==> config.mk <==
export PLATFORM = sky130hd
export DESIGN_NAME = mul_sign_ctrl
export DESIGN_NICKNAME = d
export VERILOG_FILES = /design/src/rtl/mul_sign_ctrl.sv
export SDC_FILE = /design/constraint.sdc
export NUM_CORES = 1
export LEC_CHECK = 0
export CAP_MARGIN = 20
export CORE_MARGIN = 2
export CORE_UTILIZATION = 45
export CTS_CLUSTER_SIZE = 28
export DETAILED_ROUTE_END_ITERATION = 8
export PLACE_DENSITY = 0.75
export SLEW_MARGIN = 25
export SYNTH_ARGS = -nofsm -noshare
export SYNTH_HDL_FRONTEND = slang
export SYNTH_SLANG_ARGS = --single-unit
==> constraint.sdc <==
create_clock -name clk -period 3.8 [get_ports clk]
set_input_delay 0.76 -clock clk [delete_from_list [all_inputs] [get_ports clk]]
set_output_delay 0.76 -clock clk [all_outputs]
set_load 0.01 [all_outputs]
==> src/rtl/mul_sign_ctrl.sv <==
// Issue/retire controller for the 32-cycle unsigned shift-add multiplier.
// Converts signed operands to magnitudes, issues the multiplier, waits for
// completion, applies sign correction and returns the selected product word.
module mul_sign_ctrl #(
    parameter int unsigned TAG_W     = 5,
    parameter bit          FAST_ZERO = 1'b1
) (
    input  logic             clk,
    input  logic             rst_n,
    input  logic             flush,
    input  logic             req_valid,
    output logic             req_ready,
    input  logic [1:0]       req_op,
    input  logic [31:0]      req_rs1,
    input  logic [31:0]      req_rs2,
    input  logic [TAG_W-1:0] req_tag,
    output logic             resp_valid,
    input  logic             resp_ready,
    output logic [31:0]      resp_data,
    output logic [TAG_W-1:0] resp_tag,
    output logic             busy,
    output logic             mul_in_valid,
    output logic [31:0]      mul_a,
    output logic [31:0]      mul_b,
    input  logic             mul_stallreq,
    input  logic [31:0]      mul_result_h,
    input  logic [31:0]      mul_result_l
);

    typedef enum logic [2:0] {
        IDLE,
        ISSUE,
        WAIT,
        FIX,
        RESP,
        DRAIN
    } state_t;

    state_t             state;
    state_t             state_nxt;

    logic               accept;
    logic               zero_hit;
    logic               sa;
    logic               sb;
    logic [31:0]        mag_a;
    logic [31:0]        mag_b;
    logic               neg_q;
    logic               op_hi_q;
    logic [TAG_W-1:0]   tag_q;
    logic [63:0]        product_q;
    logic [63:0]        p_fix;

    // Operand sign decode and magnitude conversion (0x80000000 stays as is).
    always_comb begin
        sa       = (req_op != 2'b11) && req_rs1[31];
        sb       = !req_op[1] && req_rs2[31];
        mag_a    = sa ? (~req_rs1 + 32'd1) : req_rs1;
        mag_b    = sb ? (~req_rs2 + 32'd1) : req_rs2;
        zero_hit = FAST_ZERO && ((req_rs1 == '0) || (req_rs2 == '0));
        accept   = (state == IDLE) && req_valid && !flush;
        p_fix    = neg_q ? (~product_q + 64'd1) : product_q;
    end

    // State register.
    always_ff @(posedge clk) begin
        if (!rst_n) begin
            state <= IDLE;
        end else begin
            state <= state_nxt;
        end
    end

    // Next-state logic; flush always wins over normal progress.
    always_comb begin
        state_nxt = state;
        case (state)
            IDLE:    if (accept) state_nxt = zero_hit ? RESP : ISSUE;
            ISSUE:   state_nxt = flush ? DRAIN : WAIT;
            WAIT: begin
                if (flush)              state_nxt = DRAIN;
                else if (!mul_stallreq) state_nxt = FIX;
            end
            FIX:     state_nxt = flush ? IDLE : RESP;
            RESP:    if (flush || resp_ready) state_nxt = IDLE;
            DRAIN:   if (!mul_stallreq) state_nxt = IDLE;
            default: state_nxt = IDLE;
        endcase
    end

    // Request capture, product capture and sign-corrected result register.
    always_ff @(posedge clk) begin
        if (!rst_n) begin
            mul_a     <= '0;
            mul_b     <= '0;
            neg_q     <= 1'b0;
            op_hi_q   <= 1'b0;
            tag_q     <= '0;
            product_q <= '0;
            resp_data <= '0;
            resp_tag  <= '0;
        end else begin
            if (accept) begin
                mul_a   <= mag_a;
                mul_b   <= mag_b;
                neg_q   <= sa ^ sb;
                op_hi_q <= (req_op != 2'b00);
                tag_q   <= req_tag;
                if (zero_hit) begin
                    resp_data <= '0;
                    resp_tag  <= req_tag;
                end
            end
            if ((state == WAIT) && !mul_stallreq && !flush) begin
                product_q <= {mul_result_h, mul_result_l};
            end
            if ((state == FIX) && !flush) begin
                resp_data <= op_hi_q ? p_fix[63:32] : p_fix[31:0];
                resp_tag  <= tag_q;
            end
        end
    end

    assign req_ready    = (state == IDLE);
    assign busy         = (state != IDLE);
    assign mul_in_valid = (state == ISSUE);
    assign resp_valid   = (state == RESP);

endmodule
==> out/results.txt, run 1 <==
Clk pin slew, worst setup/hold paths - 0.07 ns
hold buffer count at cts - 0
Worst Skew - 0.01190 ns
Hold/Removal Path Class - reg -> reg
Initial DRC Count - 693
diode count - 0
initial core utilization - 0.4559
fin crit period - 3.247 ns
crit path launch type - input pin
FF+latch count, synth - 175
DR WL/cell - 18.85 um
TritonCTS clock tree - done
DIE WIDTH - 149.7 um
max-slew violations - 0
Fin. Hold Viols - 0
worst slew pin tran - 0.8925 ns
total number of vias - 10040
share of post-route cells with drive strength above 1 - 0.06458
Max rail drop VDD - 297.2 uV
DR vias/cell - 5.855
die area - 22410 um2
Critical Path AT - 3.56 ns
synth warn - 0
CP Class - in -> reg
clk_lat worst skew - 0.43 ns
GPL Wtd Cong - 0.9303
Setup WS pre-CTS - 0.1439 ns
initial antenna violation count - 0
final setup fails - 0
Top FF cell, synth - dfxtp_1
vias in the first global route - 9443
crit path capture type - flop
DRT antenna net count - 0
fin crit share - 0.8544
Max Clk Rate - 308.0 MHz
async set or reset register ratio after synthesis - 0
Sink Count - 175
Mapped Cells - 1229
data required time of the worst path - 4.12 ns
Overall Global Routing Usage - 0.2857
total CTS buffers - 17
gr ovfl total - 0
HPWL after DPL - 23870 um
relative slew slack - 0.4043
number of enable flip-flop cells after synthesis - 0
core region area - 20960 um2
outcome - finished clean
Area Overhead vs Synth - 33.63%
syn_nets - 1373
PortBufs - 245
syn_area_per_cell - 7.773 um2
first-pass GRT wire length - 50380 um
R2R cell count - 6
Setup Fix Bufs, Post-CTS - 0
root buf cell - clkbuf_16
post-route setup slack - 0.5533 ns
PostCTS Resize Cnt - 0
synth unique cells - 71
pin count of the biggest net entering global routing - 129
DRT Pass-1 Iters - 5
mapped cell area - 9553 um2
drt drc - 0
Die Y - 149.7 um
H-tree depth - 4
worst-case clock buffer depth - 2
fillcell total - 1945
Fin Setup TNS - 0 ns
Routed Wire Length - 32340 um
nets@finish - 1571
P_leak - 4.595 nW
IO Count - 246
CP Max Fanout - 25
MaxCap Viol Count - 0
unrepaired setup endpoints after global routing - false
num rows - 53
share of the yosys chip area belonging to registers - 0.3667
Pwr Density - 363.4 nW/um2
hold path depth - 2
[power breakdown]
group | internal (mW) | total [mW] | switching, mW
combinational | 0.437 | 0.900 | 0.463
clock | 0.992 | 1.77 | 0.776
sequential | 1.91 | 1.97 | 0.0614
[metal layers]
metal	part of all wire	track usage	wire, um	vias to the layer above
met4	0.030	0.1042	968	0
met1	0.41	0.3578	13350	4713
met5	0	0	0	-
met2	0.47	0.4706	15110	417
met3	0.090	0.07957	2906	59
li1	-	-	-	4852
[synth_stat cells, types with 6 or more instances]
library cell	instances	area share
clkbuf_1	81	0.032
nor3_1	38	0.020
xnor2_1	55	0.050
a311oi_1	12	0.011
or3_1	23	0.015
nand2b_1	9	0.0059
nand4_1	13	0.0085
a221o_1	14	0.015
o21ai_0	59	0.031
a21oi_1	129	0.068
a31oi_1	12	0.0079
nor2_1	104	0.041
nand3_1	16	0.0084
nor4_1	24	0.016
o41ai_1	20	0.018
or4_1	23	0.018
and3_1	6	0.0039
a211oi_1	36	0.028
dfxtp_1	175	0.37
inv_1	17	0.0067
o31ai_1	20	0.016
buf_6	6	0.0071
nand2_1	193	0.076
xor2_1	42	0.039
mux2i_1	8	0.0084
o211ai_1	8	0.0063
[sequential cells by signal, indices dropped and copies added, names as in the netlist]
name and cells:
mul_b 32, resp_data 32, tag_q 5, resp_tag 5, op_hi_q 1, neg_q 1, state 3, mul_a 32
product_q 64
[critical path: stages]
cell             delay [ns]
clkdlybuf4s50_1        0.47
inv_1                  0.09
ha_1                   0.19
or3b_2                 0.48
nor4_1                 0.36
nand4_1                0.29
a21oi_2                0.24
nor3_2                 0.05
buf_4                  0.25
a221o_1                0.38
[logic make-up after synthesis]
family | after synthesis | synth area share
AND/OR/NAND/NOR | 484 | 0.2423
AO/OA/AOI/OAI | 346 | 0.2347
flip-flops | 175 | 0.3667
buffers and inverters | 114 | 0.05147
XOR/XNOR | 97 | 0.08893
multiplexers | 10 | 0.01192
adder cells (fa/ha/maj) | 3 | 0.003930
[layout by cell type, fill, tap and decap left out, drive strengths merged, types with 4 or more instances in the layout]
cell	instances
nand3	16
a211o	4
or3	27
clkbuf	20
nand4	13
a21oi	130
o21ai	61
xnor2	55
o31ai	20
or4	27
nand2	193
nor3	40
o41ai	20
a221o	14
dfxtp	175
or2	4
clkinv	4
a211oi	36
and3	8
nor2	104
a311oi	12
a31oi	12
nand2b	9
o211ai	8
inv	22
nor4	25
a21o	4
buf	29
clkdlybuf4s50	245
xor2	42
mux2i	8
[cell type report]
| type | count | area [um2] | share of cell area |
|---|---|---|---|
| flip-flops and latches | 175 | 3505 | 0.2745 |
| well taps | 275 | 344.1 | 0.02695 |
| clock buffers | 20 | 446.7 | 0.03499 |
| repair buffers | 274 | 2683 | 0.2101 |
| multi-input cells | 940 | 5582 | 0.4372 |
| inverters | 19 | 73.82 | 0.005783 |
| clock inverters | 12 | 132.6 | 0.01039 |
[metrics by stage]
stage          instance area [um2]  hold WS, ns  cells  total power, mW    util
6_report                     12770       0.4576   1715            4.639  0.6092
5_1_grt                      12770       0.4781   1715            4.813  0.6092
4_1_cts                      12770       0.4603   1715            4.652  0.6092
3_5_place_dp                 12190       0.4446   1683            2.902  0.5816
3_3_place_gp                 12180       0.4395   1683            2.895  0.5814
2_1_floorplan                 9553       0.4366   1229            2.470       -
[worst paths after layout]
kind	slack, ns	from	end
worst max register to register	0.75	product_q[43]$_SDFFE_PN0P_	resp_data[31]$_SDFFE_PN0P_
worst max-delay path	0.55	req_rs2[0]	resp_data[5]$_SDFFE_PN0P_
worst min-delay path	0.46	tag_q[4]$_SDFFE_PN0P_	tag_q[4]$_SDFFE_PN0P_
worst min register to register	0.46	tag_q[4]$_SDFFE_PN0P_	tag_q[4]$_SDFFE_PN0P_
No activity file was read; power rests on OpenSTA's default activity.
==> run 2, diff against run 1 <==
Settings changed: CORE_UTILIZATION 45 to 40, PLACE_DENSITY 0.75 to 0.68.
==> out/results.txt, run 2 (same netlist as run 1, synthesis figures left out) <==
DRT antenna net count - 0 (unchanged)
first-pass GRT wire length - 51360 um (+1.9%)
total CTS buffers - 17 (unchanged)
TritonCTS clock tree - done
share of post-route cells with drive strength above 1 - 0.06851 (+0.003929)
worst-case clock buffer depth - 2 (unchanged)
WHS Endpoint - resp_data[7]$_SDFFE_PN0P_
max reg flops - 64 (unchanged)
sw power - 1.301 mW (+0.11%)
switching share of power - 0.2702 (-0.009971)
gr ovfl total - 0 (unchanged)
crit path capture type - flop
Setup WS pre-CTS - 0.2052 ns (+0.06132 ns)
FF-to-FF setup slack - 0.89 ns (+0.14 ns)
hold buffer count at cts - 0 (unchanged)
pin count of the biggest net entering global routing - 129 (unchanged)
post-route setup slack - 0.6286 ns (+0.07528 ns)
clk_lat worst skew - 0.43 ns (about the same)
register area - 3505 um2 (unchanged)
DIE WIDTH - 158.5 um (+5.9%)
vias in the first global route - 9488 (+0.48%)
Metal-1 WL - 13830 um (+3.6%)
core region area - 23470 um2 (+12%)
fin crit share - 0.8346 (-0.01981)
GPL Wtd Cong - 0.9612 (+3.3%)
H-tree depth - 4 (unchanged)
total number of vias - 10000 (-0.41%)
Combinational Power Share - 0.190 (-0.004)
PortBufs - 245 (unchanged)
Fin Setup TNS - 0 ns (unchanged)
crit path launch type - input pin
Reg power frac - 0.408 (-0.017)
Pwr Density - 372.1 nW/um2 (+2.4%)
Sink Count - 175 (unchanged)
data required time of the worst path - 4.10 ns (-0.02 ns)
CP Max Fanout - 25 (unchanged)
DRT Pass-1 Iters - 6 (+1)
routed length on met2 - 15290 um (+1.2%)
IO Count - 246 (unchanged)
commonest non-fill, non-tap cell in the layout - clkdlybuf4s50_1
Clk pin slew, worst setup/hold paths - 0.08 ns (about the same)
outcome - finished clean
nets@finish - 1576 (+0.32%)
Setup Fix Bufs, Post-CTS - 0 (unchanged)
Routed Wire Length - 33020 um (+2.1%)
fin crit period - 3.171 ns (-0.07528 ns)
Most flops, register - product_q
Critical Path AT - 3.47 ns (-0.09 ns)
Reg-to-Reg Start - product_q[21]$_SDFFE_PN0P_
worst slew pin tran - 0.7024 ns (-0.1902 ns)
num rows - 56 (+5.7%)
highest routed layer - met4
RR Endpoint - resp_data[31]$_SDFFE_PN0P_
relative slew slack - 0.5306 (+0.1263)
PostCTS Resize Cnt - 0 (unchanged)
commonest non-fill, non-tap cells in the layout - 245 x clkdlybuf4s50_1, 193 x nand2_1, 174 x dfxtp_1, 129 x a21oi_1, 103 x nor2_1
HP Start - resp_data[7]$_SDFFE_PN0P_
HPWL after DPL - 24620 um (+3.1%)
unrepaired setup endpoints after global routing - false
Max Clk Rate - 315.3 MHz (+2.4%)
final setup fails - 0 (unchanged)
Max rail drop VDD - 204.5 uV (-31%)
Worst Skew - 0.02279 ns (+0.01090 ns)
met3 WL post-DR - 3183 um (+9.5%)
hold path depth - 1 (-1)
Hold/Removal Path Class - reg -> reg
initial antenna violation count - 1 (+1)
max-slew violations - 0 (unchanged)
internal power - 3.514 mW (+5.2%)
Fin. Hold Viols - 0 (unchanged)
clock share of power - 0.402 (+0.021)
drt drc - 0 (unchanged)
CP Class - in -> reg
die area - 25130 um2 (+12%)
Area Overhead vs Synth - 35.47%
DR vias/cell - 5.666 (-3.2%)
MaxCap Viol Count - 0 (unchanged)
Hold WS - 0.4581 ns (+0.0005400 ns)
Die Y - 158.5 um (+5.9%)
fillcell total - 2252 (+16%)
root buf cell - clkbuf_16
initial core utilization - 0.4070 (-0.04889)
Initial DRC Count - 864 (+25%)
area of the multi-input gates - 5582 um2 (unchanged)
P_leak - 4.660 nW (+1.4%)
Overall Global Routing Usage - 0.2627 (-0.02307)
R2R cell count - 6 (unchanged)
DR WL/cell - 18.71 um (-0.79%)
run 2: critical path: stages:
cell             delay (ns)
clkdlybuf4s50_1        0.48
or4_1                  0.65
nor4_1                 0.29
buf_4                  0.19
nand4_1                0.18
a21oi_2                0.24
nor3_2                 0.05
buf_4                  0.26
a221o_1                0.37
run 2: power by group through the flow:
stage               sequential, mW  combinational, mW  clock, mW
floorplan                     2.02              0.452          0
global placement              2.00              0.902          0
detailed placement            2.00              0.907          0
CTS                           1.96              0.912       1.96
global route                  1.97              0.992       2.04
finish                        1.97              0.916       1.93
run 2: worst max path at each step:
stage	startpoint	endpoint
global route	req_rs2[3]	resp_data[18]$_SDFFE_PN0P_
finish	req_rs2[3]	resp_data[0]$_SDFFE_PN0P_
floorplan	req_rs1[7]	resp_data[12]$_SDFFE_PN0P_
CTS	req_rs2[3]	resp_data[0]$_SDFFE_PN0P_
global placement	req_rs2[3]	resp_data[24]$_SDFFE_PN0P_
detailed placement	req_rs2[3]	resp_data[19]$_SDFFE_PN0P_
run 2: layout make-up:
class / instances / share of cell area
well taps: 319 / 0.03084
repair buffers: 279 / 0.2112
diodes: 1 / 0.0001934
clock inverters: 11 / 0.01363
inverters: 19 / 0.005704
flip-flops and latches: 175 / 0.2708
clock buffers: 21 / 0.03635
multi-input cells: 940 / 0.4313
run 2: stage by stage:
stage	std cells	utilization	power, mW	cell area, um2
2_1_floorplan	1229	-	2.470	9553
3_3_place_gp	1732	0.5235	2.905	12290
5_1_grt	1764	0.5512	5.005	12940
3_5_place_dp	1732	0.5237	2.910	12290
4_1_cts	1764	0.5512	4.834	12940
6_report	1765	0.5513	4.815	12940
run 2: routing by layer:
| layer | vias up | track usage |
|---|---|---|
| met5 | - | 0 |
| met4 | 0 | 0.07250 |
| met3 | 50 | 0.08492 |
| met2 | 411 | 0.4315 |
| met1 | 4680 | 0.3308 |
| li1 | 4859 | - |
==> run 3, diff against run 2 <==
Clock period 3.8 ns to 3.2 ns, I/O delays scaled along.
==> out/results.txt, run 3 (same netlist as run 1, synthesis figures left out) <==
Initial DRC Count - 692 (-20%)
Fin. Hold Viols - 0 (unchanged)
gr ovfl total - 0 (unchanged)
GPL Wtd Cong - 0.9930 (+3.3%)
Reg power frac - 0.411 (+0.003)
PortBufs - 245 (unchanged)
relative slew slack - 0.4965 (-0.03412)
data required time of the worst path - 3.52 ns (-0.58 ns)
fin crit share - 0.9276
Max rail drop VDD - 287.6 uV (+41%)
worst-case clock buffer depth - 2 (unchanged)
Sink Count - 175 (unchanged)
delay-heaviest family, CP - simple AND/OR/NAND/NOR gates
outcome - finished clean
DRT antenna net count - 0 (unchanged)
DIE WIDTH - 158.5 um (unchanged)
initial antenna violation count - 2 (+1)
hold buffer count at cts - 0 (unchanged)
DRT Pass-1 Iters - 6 (unchanged)
HPWL after DPL - 25370 um (+3.1%)
Combinational Power Share - 0.195 (+0.005)
worst path buffer plus inverter count - 4 (+1)
drt drc - 0 (unchanged)
max-slew violations - 0 (unchanged)
unrepaired setup endpoints after global routing - false
MaxCap Viol Count - 0 (unchanged)
first-pass GRT wire length - 51470 um (+0.23%)
DR WL/cell - 18.47 um (-1.3%)
share of post-route cells with drive strength above 1 - 0.09853 (+0.03001)
sw power - 1.620 mW (+25%)
commonest non-fill, non-tap cells in the layout - 245 x clkdlybuf4s50_1, 193 x nand2_1, 174 x dfxtp_1, 129 x a21oi_1, 103 x nor2_1
Area Overhead vs Synth - 38.87%
P_leak - 4.871 nW (+4.5%)
Hold/Removal Path Class - reg -> reg
clock share of power - 0.394 (-0.008)
switching share of power - 0.2844 (+0.01424)
total number of vias - 10120 (+1.2%)
crit-path cells - clkdlybuf4s50_1, inv_1, ha_1, or3b_2, nor4_1, buf_4, nand4_1, a21oi_2, nor3_2, buf_12, a221o_1
CP Max Fanout - 23 (-8.0%)
num rows - 56 (unchanged)
total CTS buffers - 17 (unchanged)
Die Y - 158.5 um (unchanged)
TritonCTS clock tree - done
CP Class - in -> reg
Most flops, register - product_q
register area - 3505 um2 (unchanged)
internal power - 4.077 mW (+16%)
Overall Global Routing Usage - 0.2641 (+0.001481)
crit path capture type - flop
die area - 25130 um2 (unchanged)
crit path launch type - input pin
final setup fails - 0 (unchanged)
Setup Fix Bufs, Post-CTS - 0 (unchanged)
commonest non-fill, non-tap cell in the layout - clkdlybuf4s50_1
slowest CP cell - or3b_2
pin count of the biggest net entering global routing - 71 (-45%)
root buf cell - clkbuf_16
fillcell total - 2207 (-2.0%)
Worst Skew - 0.01421 ns (-0.008577 ns)
worst slew pin tran - 0.7553 ns (+0.05288 ns)
PostCTS Resize Cnt - 0 (unchanged)
nets@finish - 1623 (+3.0%)
Pwr Density - 429.4 nW/um2 (+15%)
Clk pin slew, worst setup/hold paths - 0.07 ns (about the same)
Max Clk Rate - 336.9 MHz
max reg flops - 64 (unchanged)
core region area - 23470 um2 (unchanged)
IO Count - 246 (unchanged)
clk_lat worst skew - 0.44 ns (about the same)
vias in the first global route - 9431 (-0.60%)
Util after Layout - 0.5652 (+0.01386)
initial core utilization - 0.4070 (unchanged)
delay of the slowest critical-path stage - 0.48 ns (-0.17 ns)
DR vias/cell - 5.586 (-1.4%)
Routed Wire Length - 33460 um (+1.4%)
H-tree depth - 4 (unchanged)
Critical Path AT - 3.29 ns (-0.18 ns)
area of the multi-input gates - 5578 um2 (about the same)
fin crit period - 2.968 ns
Power Total - 5.697 mW (+18%)
-- run 3: changes by cell type in the layout (fill, tap and decap cells not counted), sizes merged --
cell	change
buf	+47
inv	+6
clkbuf	-4
clkinv	-4
clkinvlp	+3
bufinv	-1
-- run 3: final timing paths --
check                                  from                          to  slack, ns  depth (start not counted)
hold reg to reg      mul_b[31]$_SDFFE_PN0P_      mul_b[31]$_SDFFE_PN0P_       0.46                          2
setup reg to reg  product_q[0]$_SDFFE_PN0P_  resp_data[30]$_SDFFE_PN0P_       0.31                          8
setup / recovery                 req_rs2[0]  resp_data[21]$_SDFFE_PN0P_       0.23                         11
hold / removal       mul_b[31]$_SDFFE_PN0P_      mul_b[31]$_SDFFE_PN0P_       0.46                          2
-- run 3: layout make-up --
| type | count | share of cell area |
|---|---|---|
| Clock inverter | 15 | 0.01490 |
| Multi-Input combinational cell | 940 | 0.4204 |
| Tap cell | 319 | 0.03009 |
| Sequential cell | 175 | 0.2642 |
| Clock buffer | 17 | 0.03207 |
| Inverter | 19 | 0.005564 |
| Timing Repair Buffer | 326 | 0.2326 |
| Antenna cell | 1 | 0.0001886 |
-- run 3: per-stage QoR --
stage | setup TNS [ns] | hold slack (ns) | cell area (um2) | instances | worst slack [ns]
floorplan | 0 | 0.4366 | 9553 | 1229 | 0.1566
global placement | -2.120 | 0.4374 | 12640 | 1779 | -0.1361
detailed placement | -3.390 | 0.4471 | 12640 | 1779 | -0.1951
CTS | 0 | 0.4563 | 13260 | 1811 | 0.2605
global route | 0 | 0.4753 | 13260 | 1811 | 0.1498
finish | 0 | 0.4559 | 13270 | 1812 | 0.2318
-- run 3: power groups by stage --
stage          Combinational (mW)  Clock (mW)  Sequential (mW)
6_report                     1.11        2.24             2.34
5_1_grt                      1.20        2.36             2.35
4_1_cts                      1.11        2.28             2.34
3_5_place_dp                 1.10           0             2.39
3_3_place_gp                 1.10           0             2.39
2_1_floorplan               0.537           0             2.40
-- run 3: worst reg2reg max path: stages, from the launching register on --
cell	delay [ns]
dfxtp_1	0.34
inv_1	0.08
ha_1	0.19
or3b_2	0.57
nor3_2	0.38
nand3_1	0.23
o41ai_1	0.58
xnor2_1	0.12
a211o_1	0.29
-- run 3: routing by layer --
layer | wire, um | vias to the layer above | share of wire | GRT usage
met5 | 13 | - | 0.00039 | 0
li1 | - | 4949 | - | -
met1 | 14060 | 4681 | 0.42 | 0.3340
met3 | 3254 | 66 | 0.097 | 0.08601
met4 | 996 | 2 | 0.030 | 0.1008
met2 | 15140 | 424 | 0.45 | 0.4185
